[config.mk]
export PLATFORM = sky130hd
export DESIGN_NAME = c_sel_multiword_add_ctrl
export DESIGN_NICKNAME = d
export VERILOG_FILES = /design/src/rtl/c_sel_pkg.sv /design/src/rtl/c_sel_multiword_add_ctrl_csa.sv /design/src/rtl/c_sel_multiword_add_ctrl.sv
export SDC_FILE = /design/constraint.sdc
export NUM_CORES = 1
export LEC_CHECK = 0
export BUFFER_PORTS_ARGS = -buffer_cell sky130_fd_sc_hd__clkbuf_2
export CAP_MARGIN = 20
export CORE_MARGIN = 2
export CORE_UTILIZATION = 40
export CTS_BUF_LIST = sky130_fd_sc_hd__clkbuf_4 sky130_fd_sc_hd__clkbuf_8
export CTS_CLUSTER_SIZE = 8
export DETAILED_ROUTE_END_ITERATION = 10
export GPL_ROUTABILITY_DRIVEN = 0
export SLEW_MARGIN = 20
export SYNTH_ARGS = -nofsm -noshare
export SYNTH_HDL_FRONTEND = slang
export SYNTH_HIERARCHICAL = 1
export SYNTH_SLANG_ARGS = --single-unit
[constraint.sdc]
create_clock -name clk -period 7.1 [get_ports clk]
set_input_delay 0 -clock clk [delete_from_list [all_inputs] [get_ports clk]]
set_output_delay 0 -clock clk [all_outputs]
set_load 0.1 [all_outputs]
[src/rtl/c_sel_pkg.sv]
`default_nettype none
// ============================================================================
//  Module   : c_sel_pkg
//  Brief    : Shared constants, FSM state encoding and helper functions for
//             the multi-word carry-select add sequencer.
//  Revision : 1.0 - initial release
// ============================================================================
package c_sel_pkg;

    // Width of one adder slice; every operand is processed in chunks of this size.
    localparam int CHUNK_W = 21;

    // Sequencer states.
    typedef enum logic [1:0] {
        ST_IDLE = 2'd0,
        ST_ADD  = 2'd1,
        ST_DONE = 2'd2
    } state_t;

    // Width needed to index WORDS chunks; never narrower than one bit.
    function automatic int idx_width(input int words);
        return (words <= 1) ? 1 : $clog2(words);
    endfunction

endpackage : c_sel_pkg
`default_nettype wire

[src/rtl/c_sel_multiword_add_ctrl_csa.sv]
`default_nettype none
// ============================================================================
//  Module   : C_Sel_A_21bit
//  Brief    : 21-bit carry-select adder built from three 7-bit blocks. Each
//             block precomputes its sum for carry-in 0 and 1; the incoming
//             block carry only drives the final select.
//  Revision : 1.0 - initial release
// ============================================================================
module C_Sel_A_21bit (
    input  logic [20:0] a,
    input  logic [20:0] b,
    input  logic        cin,
    output logic [20:0] s,
    output logic        cout
);

    localparam int BLK_W = 7;
    localparam int NBLK  = 3;

    // Carry entering each block; w_carry[NBLK] is the adder carry-out.
    logic [NBLK:0] w_carry;

    assign w_carry[0] = cin;

    generate
        for (genvar g = 0; g < NBLK; g++) begin : g_blk
            logic [BLK_W:0] w_res0;
            logic [BLK_W:0] w_res1;

            // Both speculative results are ready before the block carry arrives.
            assign w_res0 = {1'b0, a[g*BLK_W +: BLK_W]} + {1'b0, b[g*BLK_W +: BLK_W]};
            assign w_res1 = {1'b0, a[g*BLK_W +: BLK_W]} + {1'b0, b[g*BLK_W +: BLK_W]}
                          + {{BLK_W{1'b0}}, 1'b1};

            assign s[g*BLK_W +: BLK_W] = w_carry[g] ? w_res1[BLK_W-1:0] : w_res0[BLK_W-1:0];
            assign w_carry[g+1]        = w_carry[g] ? w_res1[BLK_W]     : w_res0[BLK_W];
        end
    endgenerate

    assign cout = w_carry[NBLK];

endmodule : C_Sel_A_21bit
`default_nettype wire

[src/rtl/c_sel_multiword_add_ctrl.sv]
`default_nettype none
// ============================================================================
//  Module   : c_sel_multiword_add_ctrl
//  Brief    : Sequences a WORDS x 21-bit addition through a single shared
//             21-bit carry-select adder, one chunk per cycle, LSB chunk first,
//             with the carry chained through a register. Operands arrive and
//             results leave over valid/ready handshakes.
//  Revision : 1.0 - initial release
// ============================================================================
module c_sel_multiword_add_ctrl
    import c_sel_pkg::*;
#(
    parameter int WORDS = 3
) (
    input  logic                     clk,
    input  logic                     rst,
    input  logic                     in_valid,
    output logic                     in_ready,
    input  logic [WORDS*CHUNK_W:1]   in_a,
    input  logic [WORDS*CHUNK_W:1]   in_b,
    input  logic                     in_cin,
    output logic                     out_valid,
    input  logic                     out_ready,
    output logic [WORDS*CHUNK_W:1]   out_sum,
    output logic                     out_cout
);

    localparam int             IW       = idx_width(WORDS);
    localparam logic [IW-1:0]  LAST_IDX = IW'(WORDS - 1);

    state_t                    r_state;
    logic                      r_in_ready;
    logic                      r_out_valid;
    logic                      r_out_cout;
    logic [WORDS*CHUNK_W:1]    r_sum;
    logic [WORDS*CHUNK_W:1]    r_op_a;
    logic [WORDS*CHUNK_W:1]    r_op_b;
    logic                      r_carry;
    logic [IW-1:0]             r_idx;

    logic [CHUNK_W-1:0]        w_chunk_a;
    logic [CHUNK_W-1:0]        w_chunk_b;
    logic [CHUNK_W-1:0]        w_add_s;
    logic                      w_add_cout;

    // Operand chunk mux: the only logic between the operand registers and the adder.
    always_comb begin
        w_chunk_a = '0;
        w_chunk_b = '0;
        for (int k = 0; k < WORDS; k++) begin
            if (r_idx == IW'(k)) begin
                w_chunk_a = r_op_a[CHUNK_W*k+1 +: CHUNK_W];
                w_chunk_b = r_op_b[CHUNK_W*k+1 +: CHUNK_W];
            end
        end
    end

    C_Sel_A_21bit u_adder (
        .a    (w_chunk_a),
        .b    (w_chunk_b),
        .cin  (r_carry),
        .s    (w_add_s),
        .cout (w_add_cout)
    );

    // Sequencer FSM with registered handshake outputs; reset abandons any operation in flight.
    always_ff @(posedge clk or posedge rst) begin
        if (rst) begin
            r_state     <= ST_IDLE;
            r_in_ready  <= 1'b0;
            r_out_valid <= 1'b0;
            r_out_cout  <= 1'b0;
            r_sum       <= '0;
            r_op_a      <= '0;
            r_op_b      <= '0;
            r_carry     <= 1'b0;
            r_idx       <= '0;
        end else begin
            case (r_state)
                ST_IDLE: begin
                    // in_ready is held low for the first cycle after reset release.
                    r_in_ready <= 1'b1;
                    if (in_valid && r_in_ready) begin
                        r_op_a     <= in_a;
                        r_op_b     <= in_b;
                        r_carry    <= in_cin;
                        r_idx      <= '0;
                        r_in_ready <= 1'b0;
                        r_state    <= ST_ADD;
                    end
                end
                ST_ADD: begin
                    for (int k = 0; k < WORDS; k++) begin
                        if (r_idx == IW'(k)) begin
                            r_sum[CHUNK_W*k+1 +: CHUNK_W] <= w_add_s;
                        end
                    end
                    r_carry <= w_add_cout;
                    if (r_idx == LAST_IDX) begin
                        r_out_cout  <= w_add_cout;
                        r_out_valid <= 1'b1;
                        r_state     <= ST_DONE;
                    end else begin
                        r_idx <= r_idx + 1'b1;
                    end
                end
                ST_DONE: begin
                    if (out_ready) begin
                        r_out_valid <= 1'b0;
                        r_in_ready  <= 1'b1;
                        r_state     <= ST_IDLE;
                    end
                end
                default: begin
                    r_state     <= ST_IDLE;
                    r_in_ready  <= 1'b0;
                    r_out_valid <= 1'b0;
                end
            endcase
        end
    end

    assign in_ready  = r_in_ready;
    assign out_valid = r_out_valid;
    assign out_sum   = r_sum;
    assign out_cout  = r_out_cout;

endmodule : c_sel_multiword_add_ctrl
`default_nettype wire

==> results of run 1 <==
cell usage after synthesis, drive strengths merged:
master,number,area [um^2]
nor2b,3,18.8
and2b,1,7.51
a31o,2,17.5
a21o,5,38.8
nand3,6,30.0
and3,4,31.3
a22oi,21,158
a221oi,1,8.76
nor4,2,12.5
nor3b,2,15.0
nor2,17,63.8
o21ai,51,255
inv,9,33.8
a211oi,5,42.5
nor3,1,5.00
a221o,1,10.0
a21oi,32,164
o21bai,6,45.0
ha,27,338
o21a,1,7.51
mux2i,6,60.1
and4,2,20.0
mux2,194,2190
xnor2,19,193
and3b,21,184
dfrtp,197,4930
nand2,59,221
clkbuf,16,60.1
buf,27,218
nand2b,3,18.8
nand4,5,31.3
and4bb,1,16.3
xor2,14,130
a2bb2oi,1,8.76
fa,3,60.1
and2,3,21.3
kinds of logic (layout without fill, tap and decap cells):
family | Yosys count | count (layout) | share of synthesized area
muxes | 200 | 200 | 0.233
xor gates and xnor gates | 33 | 33 | 0.0334
and+or+nand+nor | 130 | 130 | 0.0721
AOI/OAI and AO/OA | 126 | 126 | 0.0782
DFF | 197 | 197 | 0.510
buffers and inverters | 52 | 375 | 0.0322
adders and majority gates | 30 | 30 | 0.0412
layer usage:
layer / part of all wire / vias to the layer above / GRT usage
met5: 0 / - / 0
met4: 0.017 / 0 / 0.0512
met3: 0.045 / 24 / 0.0425
met2: 0.50 / 187 / 0.341
met1: 0.44 / 3464 / 0.257
li1: - / 3364 / -
sequential cells by signal, indices dropped and copies added, names as in the netlist:
register and cells:
in_ready 1, out_cout 1, out_sum 63, out_valid 1
r_carry 1, r_idx 2, r_op_a 63, r_op_b 63
r_state 2
final timing paths:
path,start,endpoint,depth (start not counted)
worst max-delay path,r_idx[0]$_DFFE_PP0P_,out_sum[37]$_DFFE_PP0P_,15
worst min-delay path,rst,r_op_a[13]$_DFFE_PP0P_,3
worst max register to register,r_idx[0]$_DFFE_PP0P_,out_sum[37]$_DFFE_PP0P_,15
worst min register to register,r_op_a[14]$_DFFE_PP0P_,r_op_a[14]$_DFFE_PP0P_,1
max in group asynchronous,rst,out_sum[29]$_DFFE_PP0P_,4
min in group clk,in_b[25],r_op_b[25]$_DFFE_PP0P_,3
layout make-up:
| class | instances | area, um^2 | share of cell area |
|---|---|---|---|
| sequential | 197 | 4930 | 0.393 |
| multi-input combinational | 519 | 4430 | 0.353 |
| timing repair buffer | 334 | 2350 | 0.187 |
| tap | 319 | 399 | 0.0319 |
| clock buffer | 18 | 241 | 0.0193 |
| clock inverter | 14 | 143 | 0.0114 |
| inverter | 9 | 41.3 | 0.00330 |
worst reg2reg max path: stages, from the launching register on:
cell	delay, ps
dfrtp_1	420
inv_1	100
ha_1	160
nor2b_1	810
a22oi_1	200
o21ai_0	480
ha_1	340
a211oi_2	310
nor2_1	110
xor2_1	250
and2_2	220
and4_4	220
and3_1	510
xnor2_4	190
mux2_4	330
mux2_2	260
stage by stage:
step	setup WS, ps	instances	hold WS, ps
after global routing	1640	1410	267
after global placement	2170	1248	234
final	2070	1410	244
after detailed placement	2030	1249	236
after floorplan	1730	768	146
after CTS	2010	1410	260
repair_timing:
item                                   CTS  global route
resized for setup                        0             0
endpoints found under the hold margin  250             0
hold buffers                           129             0
==> impl_metrics.csv, run 1 <==
group,metric,value,unit
drt,dr.pass1.iters,6,
sta,hold_viol,0,
die,core-area,23600,um^2
worst_setup_path,crit_type,"reg -> reg",
cts,clockRootBuffer,"clkbuf_8",
worst_setup_path,cp_data_arrival_time,5380,ps
worst_setup_path,crit_family,"simple AND/OR/NAND/NOR gates",
sta,worstMarginPinSlew,1030,ps
final_layout,fin_util,0.531,
cts,clk_latency,470,ps
synthesis,syn_avg_cell_area,12.6,um^2
die,ios,197,
sta,setup_viol,0,
placed_design,io_buffers,196,
final_layout,area_growth,29.7,%
worst_setup_path,cp_common_cell,"ha_1",
final_layout,final_cell_area,12500,um^2
drt,remaining_drc_errors,0,
global_route,first_global_vias,7267,
placed_design,dp_hpwl,16.9,mm
drt,num_vias,7039,
global_route,track_usage,0.199,
worst_setup_path,cp_num_buf_inv,1,
global_route,grt_pass1_wl,39.6,mm
die,dieHeight,159,um
sta,period_share,0.708,
final_layout,final_common_cell,"dfrtp_1",
global_route,overflow,0,
die,start_util,0.409,
die,die_x,159,um
sta,fin_setup_tns,0,ps
synthesis,ys_ff_latch,197,
drt,via_per_inst,4.99,
worst_setup_path,crit_fanout,11,
cts,cts_buffers,17,
cts,cts.sinks,197,
cts,htree_levels,4,
worst_setup_path,required,7450,ps
sta,maxSlewHeadroom,0.313,
worst_setup_path,end_kind,"flop",
drt,drtIter0Drc,266,
synthesis,ys_warn_count,6,
drt,post_drt_wl_per_cell,17.7,um
worst_setup_path,path_cells,"inv_1 > ha_1 > nor2b_1 > a22oi_1 > o21ai_0 > ha_1 > a211oi_2 > nor2_1 > xor2_1 > and2_2 > and4_4 > and3_1 > xnor2_4 > mux2_4 > mux2_2",
synthesis,netlist_instances,768,
cts,cts_buffer_depth,2,
sta,finalCriticalPeriod,5030,ps
drt,wl,25.0,mm
cts,cts_tree,"yes",
cts,post-cts-setup-buffer-count,0,
drt,detail-route-antenna-nets,0,
synthesis,synth_area,9660,um^2
global_route,grt_max_degree,122,
die,die_area,25400,um^2
final_layout,fillers,2071,
die,rows,56,
final_layout,final_cell_mix,"197 x dfrtp_1, 196 x clkbuf_2, 193 x mux2_2",
worst_setup_path,worst_path_largest_cell_delay,810,ps
worst_setup_path,crit_path_start_kind,"flop",
run_status,status,"finished clean",
placed_design,dpl_cell_area,10900,um^2
global_route,antenna_found_initial,0,
flow_run,cap_violations,0,
worst_setup_path,crit_slowest_cell,"nor2b_1",
final_layout,num_antenna_cells,0,
final_layout,drive_gt1_frac,0.411,
cts,path_clk_slew,110,ps
sta,slew_viol_final,0,
sta,skew,17.0,ps
synthesis,synth.distinct_cells,51,
worst_setup_path,r2r_setup_slack,2070,ps
sta,max_clock_freq,199,MHz
hold_path,hold_path.class,"in -> async",
final_layout,nNetsFinal,1239,
synthesis,yosysSeqAreaShare,0.510,
sta,rsz0062_at_grt,"no",
synthesis,synth_fp_nets,929,
Power of run 1 is left out: the tool's default activity adds up to more than one toggle a clock period on the data nets, which glitch-free logic cannot reach.
==> run 2: changes to the inputs <==
==> constraint.sdc (replaced) <==
create_clock -name clk -period 4.3 [get_ports clk]
set_input_delay 0 -clock clk [delete_from_list [all_inputs] [get_ports clk]]
set_output_delay 0 -clock clk [all_outputs]
set_load 0.1 [all_outputs]
==> impl_metrics.csv, run 2 (synthesis gave the netlist of run 1 again) <==
group,metric,value,unit
sta,maxSlewHeadroom,0.435,
worst_setup_path,end_kind,"flop",
global_route,grt_max_degree,147,
die,ios,197,
worst_setup_path,r2r_setup_slack,180,ps
sta,rsz0062_at_grt,"yes",
sta,fin_setup_tns,0,ps
global_route,overflow,0,
cts,cts_tree,"yes",
flow_run,cap_violations,0,
die,core-area,23600,um^2
worst_setup_path,cp_data_arrival_time,4470,ps
cts,path_clk_slew,100,ps
cts,clockRootBuffer,"clkbuf_8",
sta,skew,15.0,ps
global_route,first_global_vias,7606,
drt,wl,25.2,mm
cts,cts.sinks,197,
cts,cts_buffers,17,
drt,num_vias,7113,
sta,period_share,0.958,
sta,slew_viol_final,0,
final_layout,num_antenna_cells,0,
sta,hold_viol,0,
hold_path,hold_path.class,"in -> async",
drt,post_drt_wl_per_cell,17.6,um
worst_setup_path,required,4650,ps
global_route,grt_pass1_wl,40.1,mm
drt,remaining_drc_errors,0,
drt,detail-route-antenna-nets,0,
die,die_area,25400,um^2
sta,setup_viol,0,
final_layout,nNetsFinal,1260,
global_route,antenna_found_initial,0,
worst_setup_path,crit_type,"reg -> reg",
final_layout,fillers,2066,
sta,finalCriticalPeriod,4120,ps
cts,clk_latency,460,ps
drt,via_per_inst,4.97,
cts,htree_levels,4,
cts,cts_buffer_depth,2,
placed_design,dp_hpwl,17.2,mm
final_layout,final_cell_mix,"197 x dfrtp_1, 196 x clkbuf_2, 193 x mux2_2",
placed_design,io_buffers,196,
die,start_util,0.409,
global_route,track_usage,0.199,
worst_setup_path,crit_path_start_kind,"flop",
final_layout,drive_gt1_frac,0.427,
run_status,status,"finished clean",
sta,max_clock_freq,243,MHz
die,dieHeight,159,um
final_layout,final_common_cell,"dfrtp_1",
worst_setup_path,crit_fanout,22,
die,rows,56,
sta,worstMarginPinSlew,847,ps
drt,dr.pass1.iters,4,
drt,drtIter0Drc,262,
die,die_x,159,um
final_layout,area_growth,33.2,%
-- run 2: layout make-up --
cell class / instances / area (um^2) / share of cell area
timing repair buffer: 355 / 2580 / 0.200
multi-input combinational: 519 / 4460 / 0.347
sequential: 197 / 4930 / 0.383
clock inverter: 14 / 220 / 0.0171
clock buffer: 18 / 241 / 0.0188
inverter: 9 / 37.5 / 0.00292
tap: 319 / 399 / 0.0310
-- run 2: per-layer routing --
layer	track usage	wire (um)	share of wire	up-vias
met3	0.0401	990	0.039	32
met1	0.257	11300	0.45	3522
met2	0.336	12400	0.49	162
met5	0	0	0	-
met4	0.0674	633	0.025	0
li1	-	-	-	3397
-- run 2: final timing paths --
| path | startpoint | endpoint | depth (start not counted) |
|---|---|---|---|
| worst max-delay path | r_idx[1]$_DFFE_PP0P_ | out_sum[16]$_DFFE_PP0P_ | 18 |
| worst min-delay path | rst | r_op_a[14]$_DFFE_PP0P_ | 4 |
| worst max register to register | r_idx[1]$_DFFE_PP0P_ | out_sum[16]$_DFFE_PP0P_ | 18 |
| worst min register to register | r_op_a[9]$_DFFE_PP0P_ | r_op_a[9]$_DFFE_PP0P_ | 1 |
| max in group asynchronous | rst | r_op_a[22]$_DFFE_PP0P_ | 4 |
| min in group clk | in_valid | r_state[0]$_DFFE_PP0P_ | 4 |
-- run 2: what timing repair did --
action                                  in CTS  in global routing
gates resized for setup                      0                 12
hold buffers                               129                  0
endpoints found under the setup margin       0                 27
buffers inserted                             0                  1
hold endpoints to repair                   327                  0
-- run 2: metrics by stage --
step,hold slack (ps),worst slack [ps],instances,util,cell area (um^2)
after global routing,285,-16.6,1431,0.545,12900
final,286,180,1431,0.545,12900
after detailed placement,236,76.4,1268,0.468,11000
after global placement,232,137,1268,0.468,11000
after floorplan,146,321,768,-,9670
after CTS,244,59.6,1429,0.542,12800
-- run 2: critical path: stages (launching register included) --
cell,delay (ps)
dfrtp_1,400
inv_1,140
ha_4,210
buf_12,160
and3b_1,180
a21oi_1,100
o21ai_0,150
ha_1,280
fa_2,390
a21o_1,180
a21oi_2,170
xnor2_2,150
and3_4,230
nand4_1,120
and3_1,230
buf_12,150
xnor2_4,180
mux2_4,320
mux2_2,260
Power of run 2 is left out for the same reason.
